<file path="src/rtl/hazard_ctrl.sv">
// rtl/hazard_ctrl.sv - pipeline hazard controller: load-use stall, redirect flush, data-memory wait
//
// Purpose: derives the per-stage stall/bubble/flush controls of a 5-stage pipeline
// from decode/EX register usage, EX redirects and the MEM-stage data-memory handshake.
// Keeps a stall-cycle counter and a sticky memory-wait watchdog flag.
//
// Ports:
//   clk, reset                 clock, synchronous active-high reset
//   dRs1/dRs1Used, dRs2/dRs2Used  decode-stage source registers and their use flags
//   exDst/exWrtEn/exIsLoad     EX-stage destination, write enable, load marker
//   exRedirect                 EX-resolved branch/jump changes the PC
//   memReq/memAck              MEM-stage access pending / completing this cycle
//   stallF/D/E/M               hold PC, IF/ID, ID/EX, EX/MEM
//   bubbleE/bubbleW/flushD     NOP into ID/EX, MEM/WB, IF/ID
//   state                      current FSM state (RUN=0, LDSTALL=1, MEMWAIT=2)
//   memTimeout                 sticky watchdog error
//   stallCycles                saturating count of cycles with stallF=1
module hazard_ctrl #(
  parameter int REG_INDEX_BIT_WIDTH = 4,
  parameter int LOAD_LAT            = 1,
  parameter int MEM_TIMEOUT         = 255
) (
  input  logic                           clk,
  input  logic                           reset,
  input  logic [REG_INDEX_BIT_WIDTH-1:0] dRs1,
  input  logic                           dRs1Used,
  input  logic [REG_INDEX_BIT_WIDTH-1:0] dRs2,
  input  logic                           dRs2Used,
  input  logic [REG_INDEX_BIT_WIDTH-1:0] exDst,
  input  logic                           exWrtEn,
  input  logic                           exIsLoad,
  input  logic                           exRedirect,
  input  logic                           memReq,
  input  logic                           memAck,
  output logic                           stallF,
  output logic                           stallD,
  output logic                           stallE,
  output logic                           stallM,
  output logic                           bubbleE,
  output logic                           bubbleW,
  output logic                           flushD,
  output logic [1:0]                     state,
  output logic                           memTimeout,
  output logic [31:0]                    stallCycles
);

  typedef enum logic [1:0] {
    RUN     = 2'd0,
    LDSTALL = 2'd1,
    MEMWAIT = 2'd2,
    UNUSED  = 2'd3
  } state_e;

  localparam logic [3:0] LD_INIT     = 4'(LOAD_LAT - 1);
  localparam logic [7:0] TIMEOUT_LIM = 8'(MEM_TIMEOUT);

  state_e      state_q, state_d;
  logic [3:0]  ld_cnt_q, ld_cnt_d;
  logic [7:0]  wait_cnt_q, wait_cnt_d;
  logic        resume_ld_q, resume_ld_d;
  logic        mem_timeout_q, mem_timeout_d;
  logic [31:0] stall_cycles_q, stall_cycles_d;

  logic load_use;
  logic mem_busy;

  assign load_use = exIsLoad & exWrtEn &
                    ((dRs1Used & (dRs1 == exDst)) | (dRs2Used & (dRs2 == exDst)));
  assign mem_busy = memReq & ~memAck;

  always_comb begin
    stallF      = 1'b0;
    stallD      = 1'b0;
    stallE      = 1'b0;
    stallM      = 1'b0;
    bubbleE     = 1'b0;
    bubbleW     = 1'b0;
    flushD      = 1'b0;
    state_d     = state_q;
    ld_cnt_d    = ld_cnt_q;
    resume_ld_d = resume_ld_q;

    if (!reset) begin
      case (state_q)
        RUN: begin
          if (mem_busy) begin
            {stallF, stallD, stallE, stallM, bubbleW} = 5'b11111;
            state_d     = MEMWAIT;
            resume_ld_d = 1'b0;
          end else if (exRedirect) begin
            flushD  = 1'b1;
            bubbleE = 1'b1;
          end else if (load_use) begin
            {stallF, stallD, bubbleE} = 3'b111;
            if (LOAD_LAT > 1) begin
              state_d  = LDSTALL;
              ld_cnt_d = LD_INIT;
            end
          end
        end

        LDSTALL: begin
          if (mem_busy) begin
            // ld_cnt is left untouched so the remaining stall resumes after the ack
            {stallF, stallD, stallE, stallM, bubbleW} = 5'b11111;
            state_d     = MEMWAIT;
            resume_ld_d = 1'b1;
          end else if (exRedirect) begin
            flushD   = 1'b1;
            bubbleE  = 1'b1;
            ld_cnt_d = 4'd0;
            state_d  = RUN;
          end else begin
            {stallF, stallD, bubbleE} = 3'b111;
            ld_cnt_d = ld_cnt_q - 4'd1;
            if (ld_cnt_q == 4'd1) begin
              state_d = RUN;
            end
          end
        end

        MEMWAIT: begin
          if (mem_busy) begin
            {stallF, stallD, stallE, stallM, bubbleW} = 5'b11111;
          end else begin
            // Exit cycle: a redirect kills any paused load stall; otherwise a paused
            // stall takes precedence over a fresh load-use check.
            resume_ld_d = 1'b0;
            state_d     = RUN;
            if (exRedirect) begin
              flushD   = 1'b1;
              bubbleE  = 1'b1;
              ld_cnt_d = 4'd0;
            end else if (resume_ld_q && (ld_cnt_q != 4'd0)) begin
              state_d = LDSTALL;
            end else if (load_use) begin
              {stallF, stallD, bubbleE} = 3'b111;
              if (LOAD_LAT > 1) begin
                state_d  = LDSTALL;
                ld_cnt_d = LD_INIT;
              end
            end
          end
        end

        default: begin
          state_d = RUN;
        end
      endcase
    end
  end

  always_comb begin
    wait_cnt_d = 8'd0;
    if (state_q == MEMWAIT) begin
      wait_cnt_d = (wait_cnt_q == 8'hFF) ? wait_cnt_q : wait_cnt_q + 8'd1;
    end
    mem_timeout_d  = mem_timeout_q | ((state_q == MEMWAIT) && (wait_cnt_d >= TIMEOUT_LIM));
    stall_cycles_d = stall_cycles_q;
    if (stallF && (stall_cycles_q != 32'hFFFF_FFFF)) begin
      stall_cycles_d = stall_cycles_q + 32'd1;
    end
  end

  always_ff @(posedge clk) begin
    if (reset) begin
      state_q        <= RUN;
      ld_cnt_q       <= 4'd0;
      wait_cnt_q     <= 8'd0;
      resume_ld_q    <= 1'b0;
      mem_timeout_q  <= 1'b0;
      stall_cycles_q <= 32'd0;
    end else begin
      state_q        <= state_d;
      ld_cnt_q       <= ld_cnt_d;
      wait_cnt_q     <= wait_cnt_d;
      resume_ld_q    <= resume_ld_d;
      mem_timeout_q  <= mem_timeout_d;
      stall_cycles_q <= stall_cycles_d;
    end
  end

  assign state       = state_q;
  assign memTimeout  = mem_timeout_q;
  assign stallCycles = stall_cycles_q;

endmodule

</file>
<file path="config.mk">
export PLATFORM = sky130hd
export DESIGN_NAME = hazard_ctrl
export DESIGN_NICKNAME = d
export VERILOG_FILES = /design/src/rtl/hazard_ctrl.sv
export SDC_FILE = /design/constraint.sdc
export NUM_CORES = 1
export LEC_CHECK = 0
export BUFFER_PORTS_ARGS = -buffer_cell sky130_fd_sc_hd__clkbuf_2
export CAP_MARGIN = 20
export CELL_PAD_IN_SITES_DETAIL_PLACEMENT = 1
export CELL_PAD_IN_SITES_GLOBAL_PLACEMENT = 2
export CORE_MARGIN = 2
export CORE_UTILIZATION = 32
export CTS_CLUSTER_DIAMETER = 50
export DETAILED_ROUTE_END_ITERATION = 8
export PLACE_DENSITY_LB_ADDON = 0.1
export SLEW_MARGIN = 20
export SYNTH_ARGS = -nofsm -noshare
export SYNTH_HDL_FRONTEND = slang
export SYNTH_SLANG_ARGS = --single-unit
</file>
<file path="constraint.sdc">
create_clock -name clk -period 3 [get_ports clk]
set_input_delay 0.3 -clock clk [delete_from_list [all_inputs] [get_ports clk]]
set_output_delay 0.3 -clock clk [all_outputs]
set_load 0.02 [all_outputs]
</file>
---- Word level (Yosys, flattened, before mapping) ----
Index checks and enable logic that the tools add are counted.
storage, ports and cells
  bits in registers ....................... 48
  bits of input ports ..................... 21
  output and inout bits ................... 42
operators by class
  $add $sub $neg .......................... 3
  magnitude comparators ................... 1
  equal/unequal tests ..................... 13
  multiplexer cells ....................... 43
  bitwise gates (word level) .............. 8
  reductions and logical operators ........ 11
operators with widths
  cell                   number
  $add 32x1->32 const B  1
  $ne 32x32->1 const B   1
  $mux 1                 27
  $mux 4                 4
  $mux 8                 2
  $mux 2                 5
  $ne 2x2->1 const B     5
  $pmux 1 s3             3
  $add 8x1->8 const B    1
  $eq 4x4->1             2
  $eq 8x8->1 const B     1
  $ge 8x8->1 const B     1
  $pmux 4 s2             1
  $reduce_and 4->1       2
  $pmux 2 s3             1
  $and 1x1->1            5
  $eq 4x1->1 const B     1
  $ne 4x4->1 const B     1
  $reduce_bool 4->1      1
  $sub 4x1->4 const B    1
  $logic_and 1x1->1      3
  $reduce_and 3->1       1
  $reduce_bool 3->1      1
  $reduce_or 3->1        1
  6 further kinds        7

---- Depth between registers and ports, before layout ----
Gate-level depths: netlist of the first run.
  word-level depth ........................ 11
  mapped depth ............................ 9

---- Worst setup path after synthesis of the first run ----
OpenSTA, ideal clock, no wires.
  kind .................................... register -> register
  from .................................... reg state_q[0], in the netlist state[0]
  to ...................................... reg ld_cnt_q[2]
  arrival time ............................ 2.217 ns
  data required time ...................... 2.930 ns
  setup slack ............................. 0.713 ns
  stages on the path, launching flop included .. 9
  buffers on the path ..................... 1
  period minus slack after synthesis ...... 2.287 ns
  cell sequence ........................... dfxtp_1 -> inv_1 -> ha_1 -> clkbuf_1 -> nor2_1 -> o21ai_1 -> or2_2 -> or4b_2 -> a21oi_1
on the way
  cells in the longest elaborated chain, start to end .. 3
  elaborated cells between the ends (all ways) .. 8
  those cells by class .................... 5 x eq/ne; 1 x mux; 2 x reduce/logical
ends and longest elaborated chain
  element                                                           RTL line  RTL
  start, declared                                                   57        state_e state_q, state_d;
  start signal, assigned                                            174       state_q <= state_d;
  $eq 2x1->1 or $eq 2x2->1 (tied branches)                          84        case (state_q)
  $ne 2x2->1 (no source line) or $reduce_bool 2->1 (tied branches)  --
  $reduce_and 4->1 (no source line)                                 --
  end signal, assigned                                              175       ld_cnt_q <= ld_cnt_d;
  end, declared                                                     58        logic [3:0] ld_cnt_q, ld_cnt_d;
Parallel ways exist; a longest one is shown, timed or not.
A chain may end at the register's enable or synchronous reset.

---- Worst setup path in the final report of the first run ----
  from .................................... reg state_q[1], in the netlist state[1]
  to ...................................... out stallD
on the way
  cells in the longest elaborated chain, start to end .. 3
  elaborated cells between the ends (all ways) .. 5
  those cells by class .................... 2 x eq/ne; 2 x mux; 1 x reduce/logical
ends and longest elaborated chain
  element                                   RTL line  RTL
  $eq 2x2->1, or another cell as far along  84
  $pmux 1 s3 *                              84
  $mux 1 *                                  83        if (!reset) begin
  end, declared                             36        output logic stallD,
Every way passes the cells marked *; elsewhere a longest branch is shown, timed or not.

==> results.py, run 1 <==
metrics = {
    "run_status": {
        "status": "finished, final reports clean",
    },
    "routing": {
        "first_iter_violations": 56,
        "dr.pass1.iters": 4,
        "via_count": 3109,
        "wire_per_inst_um": 15.98,
        "ant_nets": 0,
        "vias_per_cell": 5.445,
        "post-route-drc-count": 0,
        "drt-total-wl_um": 9127,
    },
    "floorplanning": {
        "rows": 35,
        "dieArea_sq_um": 10500,
        "io_pins": 63,
        "die_w_um": 102.5,
        "core_sq_um": 9328,
        "initial_utilization_pct": 33.27,
        "die_height_um": 102.5,
    },
    "worst_setup_path": {
        "path_class": "register to primary output",
        "timing.rr.start": "state[0]",
        "cp-endpoint": "stallD",
        "worst-path-max-fanout": 14,
        "ff2ff_setup_slack_ns": 0.62,
        "cp.arrival_ns": 2.14,
        "required_ns": 2.70,
        "r2r-end": "stallCycles[15]",
        "cp-end-kind": "primary output",
        "rr_worst_depth": 6,
        "startpoint_type": "register",
        "crit_start": "state[1]",
    },
    "timing": {
        "hold_violations": 0,
        "maxSlewViolCount": 0,
        "tns_ns": 0,
        "rsz0062_at_grt": "no",
        "clock_skew_ns": 0.007467,
        "post-route-min-period_ns": 2.441,
        "fin_crit_sh_pct": 81.37,
        "timing.fmax_ghz": 0.4097,
        "slew_headroom_pct": 43.82,
        "setup_viol": 0,
        "worst_slew_pin_slew_ns": 0.8403,
    },
    "power": {
        "vdd_ir_drop_max_mv": 0.1712,
        "power_density_nw_per_um2": 332.7,
        "p_leak_nw": 1.295,
    },
    "synth": {
        "synth_cell_types": 58,
        "synthArstFlopShare_pct": 0,
        "synth_edf_count": 0,
        "synth-seq-area-share_pct": 30.97,
        "syn-num-nets": 419,
        "syn_area_sq_um": 3103,
        "syn-mean-instance-area_sq_um": 7.997,
        "ys_seq_elements": 48,
        "yosys.area.top_type": "dfxtp_1",
        "yosysTopAreaCellShare_pct": 30.97,
        "synth.area.top_cells": "dfxtp_1, nor2_1, a21oi_1",
        "syn-instance-count": 388,
        "ys.flop_type": "dfxtp_1",
        "synth_warnings": 0,
    },
    "placement": {
        "post-dp-hpwl_um": 6880,
        "place.port_buffers": 62,
        "gp_congestion": 0.7787,
    },
    "cells_and_area": {
        "fin_nets": 473,
        "layout_common_cells": "clkbuf_2, dfxtp_1, nor2_1, nand2_1, a21oi_1",
        "fillCellCount": 1154,
        "final_common_cell": "clkbuf_2",
        "layout-drive-gt1-share_pct": 22.85,
        "final_util_pct": 38.62,
        "syn_to_final_growth_pct": 16.09,
        "n_antenna_cell": 0,
    },
    "clocking": {
        "cts-hold-fix-buffers": 0,
        "cts_tree": "done",
        "clock-root-buffer": "clkbuf_8",
        "cts_made_buffers": 5,
        "clk_latency_ns": 0.30,
        "cts_sinks": 48,
        "cts_setup_buffers": 0,
        "cts.path.max_buffers": 2,
        "cts_max_level": 2,
        "clk_pin_slew_worst_paths_ns": 0.09,
        "cts-resized-gates": 0,
    },
    "global_route": {
        "grt_usage_pct": 18.22,
        "grt_pass1_wl_um": 15340,
        "grt_pass1_vias": 3170,
        "antenna_found_initial": 0,
        "overflow": 0,
        "grt_max_degree": 36,
    },
    "hold_path": {
        "hold_path_depth": 2,
        "hp-class": "input port to register",
    },
    "job": {
        "drv_cap": 0,
    },
}
==> where the power goes <==
| group | internal, mW | total, mW | switching [mW] |
|---|---|---|---|
| sequential | 0.644 | 0.652 | 0.00765 |
| clock | 0.160 | 0.384 | 0.224 |
| combinational | 0.0576 | 0.163 | 0.105 |
| total | 0.861 | 1.20 | 0.338 |
==> final cells by class <==
class	instances	area, sq um	share of cell area, %
Timing Repair Buffer	69	375.4	10.42
Clock buffer	6	72.57	2.015
Inverter	11	41.29	1.146
Clock inverter	1	5.005	0.1389
Multi-Input combinational cell	307	1986	55.12
Sequential cell	48	960.9	26.68
Tap cell	129	161.4	4.481
==> worst min-delay path by stage <==
stage                     start          end  slack, ns
global placement     memTimeout   memTimeout       0.45
CTS                       reset  ld_cnt_q[3]       0.34
finish                    reset  ld_cnt_q[3]       0.34
global route              reset  ld_cnt_q[1]       0.37
detailed placement   memTimeout   memTimeout       0.46
floorplan           ld_cnt_q[3]  ld_cnt_q[3]       0.46
==> logic make-up (layout without fill, tap and decap cells) <==
family / Yosys count / count (layout) / share of synthesized area, %
AO/OA/AOI/OAI: 83 / 83 / 17.30
adder cells (fa/ha/maj): 10 / 10 / 4.032
XOR/XNOR: 10 / 10 / 2.823
flip-flops: 48 / 48 / 30.97
AND/OR/NAND/NOR: 188 / 188 / 33.71
multiplexers: 16 / 16 / 5.645
buffers and inverters: 33 / 87 / 5.524
==> flip-flops by register name, indices dropped and copies added (netlist names) <==
name	cells
stallCycles	32
memTimeout	1
ld_cnt_q	4
wait_cnt_q	8
state	2
resume_ld_q	1
==> worst max-delay path, stage by stage (launching register included) <==
cell and delay (ns):
dfxtp_1 0.45, inv_1 0.10, ha_1 0.24, nand2b_1 0.13
nand3_1 0.13, a31oi_4 0.45, nor2_1 0.16, clkbuf_2 0.19
==> cells in the mapped netlist, types with 4 or more instances <==
| cell | n |
|---|---|
| nor2_1 | 37 |
| o211ai_1 | 6 |
| o31ai_1 | 7 |
| or3_1 | 11 |
| dfxtp_1 | 48 |
| o2111ai_1 | 5 |
| ha_1 | 10 |
| a21oi_1 | 25 |
| nor4_1 | 6 |
| nor3_1 | 20 |
| buf_4 | 4 |
| nand4_1 | 11 |
| buf_2 | 8 |
| inv_1 | 11 |
| nand2_1 | 25 |
| nor2b_1 | 11 |
| and3_1 | 7 |
| mux2i_1 | 4 |
| o21a_1 | 4 |
| nor3_2 | 4 |
| mux2_2 | 9 |
| xnor2_1 | 8 |
| nand3_1 | 22 |
| nand2b_1 | 4 |
| and4_1 | 4 |
| o21ai_0 | 16 |
| a31oi_1 | 5 |
| or4_1 | 9 |
| clkbuf_1 | 6 |
==> routing by layer <==
layer  share of wire, %  up-vias  global-route usage [%]
met3                2.3        6                   2.804
li1                   -     1544                       -
met2                 52       34                   33.69
met4               0.85        0                   3.590
met5                  0        -                       0
met1                 45     1525                   22.29
==> stage by stage <==
stage / hold slack, ns / instances / power (mW) / setup slack (ns) / cell area [sq um]
after floorplan: 0.4581 / 388 / 0.7774 / 0.7128 / 3103
after global placement: 0.4513 / 564 / 0.8301 / 0.6453 / 3525
after detailed placement: 0.4617 / 564 / 0.8333 / 0.5813 / 3525
after CTS: 0.3376 / 571 / 1.219 / 0.4932 / 3602
after global routing: 0.3737 / 571 / 1.268 / 0.3526 / 3602
final: 0.3351 / 571 / 1.199 / 0.5590 / 3602
Power figures use the tool's default switching activity.
==> inputs of run 2 (changes only) <==
--- a/config.mk
+++ b/config.mk
@@ -10,7 +10,7 @@
 export CELL_PAD_IN_SITES_DETAIL_PLACEMENT = 1
 export CELL_PAD_IN_SITES_GLOBAL_PLACEMENT = 2
 export CORE_MARGIN = 2
-export CORE_UTILIZATION = 32
+export CORE_UTILIZATION = 29
 export CTS_CLUSTER_DIAMETER = 50
 export DETAILED_ROUTE_END_ITERATION = 8
 export PLACE_DENSITY_LB_ADDON = 0.1
==> constraint.sdc (replaced) <==
create_clock -name clk -period 2.2 [get_ports clk]
set_input_delay 0.22 -clock clk [delete_from_list [all_inputs] [get_ports clk]]
set_output_delay 0.22 -clock clk [all_outputs]
set_load 0.02 [all_outputs]
==> run 2 against run 1 <==
  * Design area increased by 15%
  * Sequential cell count stayed put
  * Worst hold slack worse by 0.12 ns
  * Setup slack worse by 0.46 ns
  * Combinational power is 72% higher
  * Sequential power is 36% higher
  * Register-to-register slack got worse by 0.52 ns
  * Clock-buffer cell count up 2
  * Die area increased by 9.9%
  * Routed wire length is 9.8% higher
  * Largest cell class unchanged
  * Largest power group unchanged
==> results.py, run 2 (same netlist as run 1, synthesis figures left out) <==
metrics = {
    "cells_and_area": {
        "multi_input_area_sq_um": 2056,
        "n_antenna_cell": 0,
        "fin_nets": 531,
        "layout-drive-gt1-share_pct": 34.93,
        "fillCellCount": 1290,
        "fin_cells": 637,
        "final_util_pct": 40.05,
        "syn_to_final_growth_pct": 33.83,
        "largest_register_ff_count": 32,
        "seq_area_sq_um": 968.4,
        "layout_common_cells": "clkbuf_2, buf_4, dfxtp_1, nor2_1",
    },
    "power": {
        "p_leak_nw": 1.626,
        "seqPwrFrac_pct": 50.9,
        "combPwrFrac_pct": 16.0,
        "p_int_mw": 1.253,
        "swShare_pct": 28.08,
        "switchingPower_mw": 0.4893,
        "clkPwrFrac_pct": 33.1,
        "vdd_ir_drop_max_mv": 0.3251,
        "power_density_nw_per_um2": 419.7,
    },
    "timing": {
        "hold_violations": 0,
        "maxSlewViolCount": 0,
        "slew_headroom_pct": 68.86,
        "timing.fmax_ghz": 0.4764,
        "tns_ns": 0,
        "worst_slew_pin_slew_ns": 0.4554,
        "clock_skew_ns": 0.007838,
        "post-route-min-period_ns": 2.099,
        "rsz0062_at_grt": "yes",
        "setup_viol": 0,
        "worst_slack_ns": 0.1010,
        "timing.hold.ws_ns": 0.2112,
        "fin_crit_sh_pct": 95.41,
    },
    "routing": {
        "ant_nets": 0,
        "vias_per_cell": 5.166,
        "wire_per_inst_um": 15.73,
        "first_iter_violations": 90,
        "dr.pass1.iters": 4,
        "post-route-drc-count": 0,
        "drt-total-wl_um": 10020,
        "via_count": 3291,
    },
    "placement": {
        "gp_congestion": 0.8035,
        "place.port_buffers": 62,
        "dp.cells": 626,
        "post-dp-hpwl_um": 7742,
        "preCtsSetupSlack_ns": -0.09504,
    },
    "floorplanning": {
        "dieArea_sq_um": 11540,
        "core_sq_um": 10370,
        "rows": 37,
        "initial_utilization_pct": 29.92,
        "die_height_um": 107.4,
        "die_w_um": 107.4,
        "io_pins": 63,
    },
    "worst_setup_path": {
        "cp.arrival_ns": 2.34,
        "critical_path.slowest_cell": "or4b_2",
        "timing.rr.start": "state[0]",
        "max_stage_delay_ns": 0.63,
        "path_buf_inv": 2,
        "startpoint_type": "register",
        "required_ns": 2.44,
        "crit_path_cell_trace": "inv_1 -> ha_1 -> buf_4 -> nor2_1 -> o21ai_1 -> or2_2 -> or4b_2 -> a21oi_1",
        "worst-path-max-fanout": 3,
        "crit_start": "state[0]",
        "cp-end-kind": "register",
        "path_class": "register to register",
        "crit_family": "simple AND/OR/NAND/NOR gates",
    },
    "global_route": {
        "grt_max_degree": 41,
        "top_usage_layer": "met2",
        "grt_use_met2_pct": 33.14,
        "grt_usage_pct": 18.18,
        "use_met1_pct": 22.33,
        "overflow": 0,
        "use_met3_pct": 2.482,
        "antenna_found_initial": 0,
        "grt_pass1_vias": 3468,
        "grt_pass1_wl_um": 16910,
    },
    "clocking": {
        "clk_latency_ns": 0.30,
        "cts-hold-fix-buffers": 0,
        "cts.path.max_buffers": 2,
        "cts_tree": "done",
        "cts_sinks": 48,
        "clock-root-buffer": "clkbuf_8",
        "cts_made_buffers": 5,
        "cts_max_level": 2,
        "clk_pin_slew_worst_paths_ns": 0.09,
    },
    "run_status": {
        "status": "finished, final reports clean",
    },
    "hold_path": {
        "min_from": "reset",
        "hp-class": "input port to register",
    },
    "job": {
        "drv_cap": 0,
    },
}
[run 2: changes by cell type in the layout (fill, tap and decap cells not counted), sizes merged]
cell    delta
buf       +58
clkbuf     +2
clkinv     -1
[run 2: layer usage]
layer | vias to the layer above | wire length (um)
met1 | 1583 | 4565
met4 | 0 | 133
met2 | 40 | 5122
met5 | - | 0
li1 | 1657 | -
met3 | 11 | 200
[run 2: path summary, 6_finish.rpt]
kind	to	slack, ns	depth (start not counted)
worst min register to register	memTimeout	0.48	1
worst max register to register	ld_cnt_q[2]	0.10	8
worst max-delay path	ld_cnt_q[2]	0.10	8
worst min-delay path	state[1]	0.21	2
[run 2: area by class of cell]
class,instances,share of cell area [%]
clock buffers,8,2.169
multi-input cells,307,49.50
repair buffers,127,19.92
inverters,11,0.9943
flip-flops and latches,48,23.32
well taps,136,4.098
[run 2: per-stage QoR]
step	power [mW]	instance area, sq um
final	1.743	4153
after global routing	1.838	4153
after CTS	1.782	4086
after detailed placement	1.170	3948
after global placement	1.163	3948
after floorplan	1.060	3104
[run 2: power groups by stage]
stage / Sequential [mW] / Combinational, mW / Clock [mW]
after detailed placement: 0.906 / 0.264 / 0
after global routing: 0.888 / 0.310 / 0.640
after global placement: 0.906 / 0.258 / 0
final: 0.886 / 0.280 / 0.577
after CTS: 0.886 / 0.275 / 0.621
after floorplan: 0.911 / 0.149 / 0
[run 2: timing repair]
action / in CTS / in global routing
setup endpoints to repair: 8 / 25
resized for setup: 5 / 18
pin swaps: 0 / 1
buffers inserted: 3 / 0
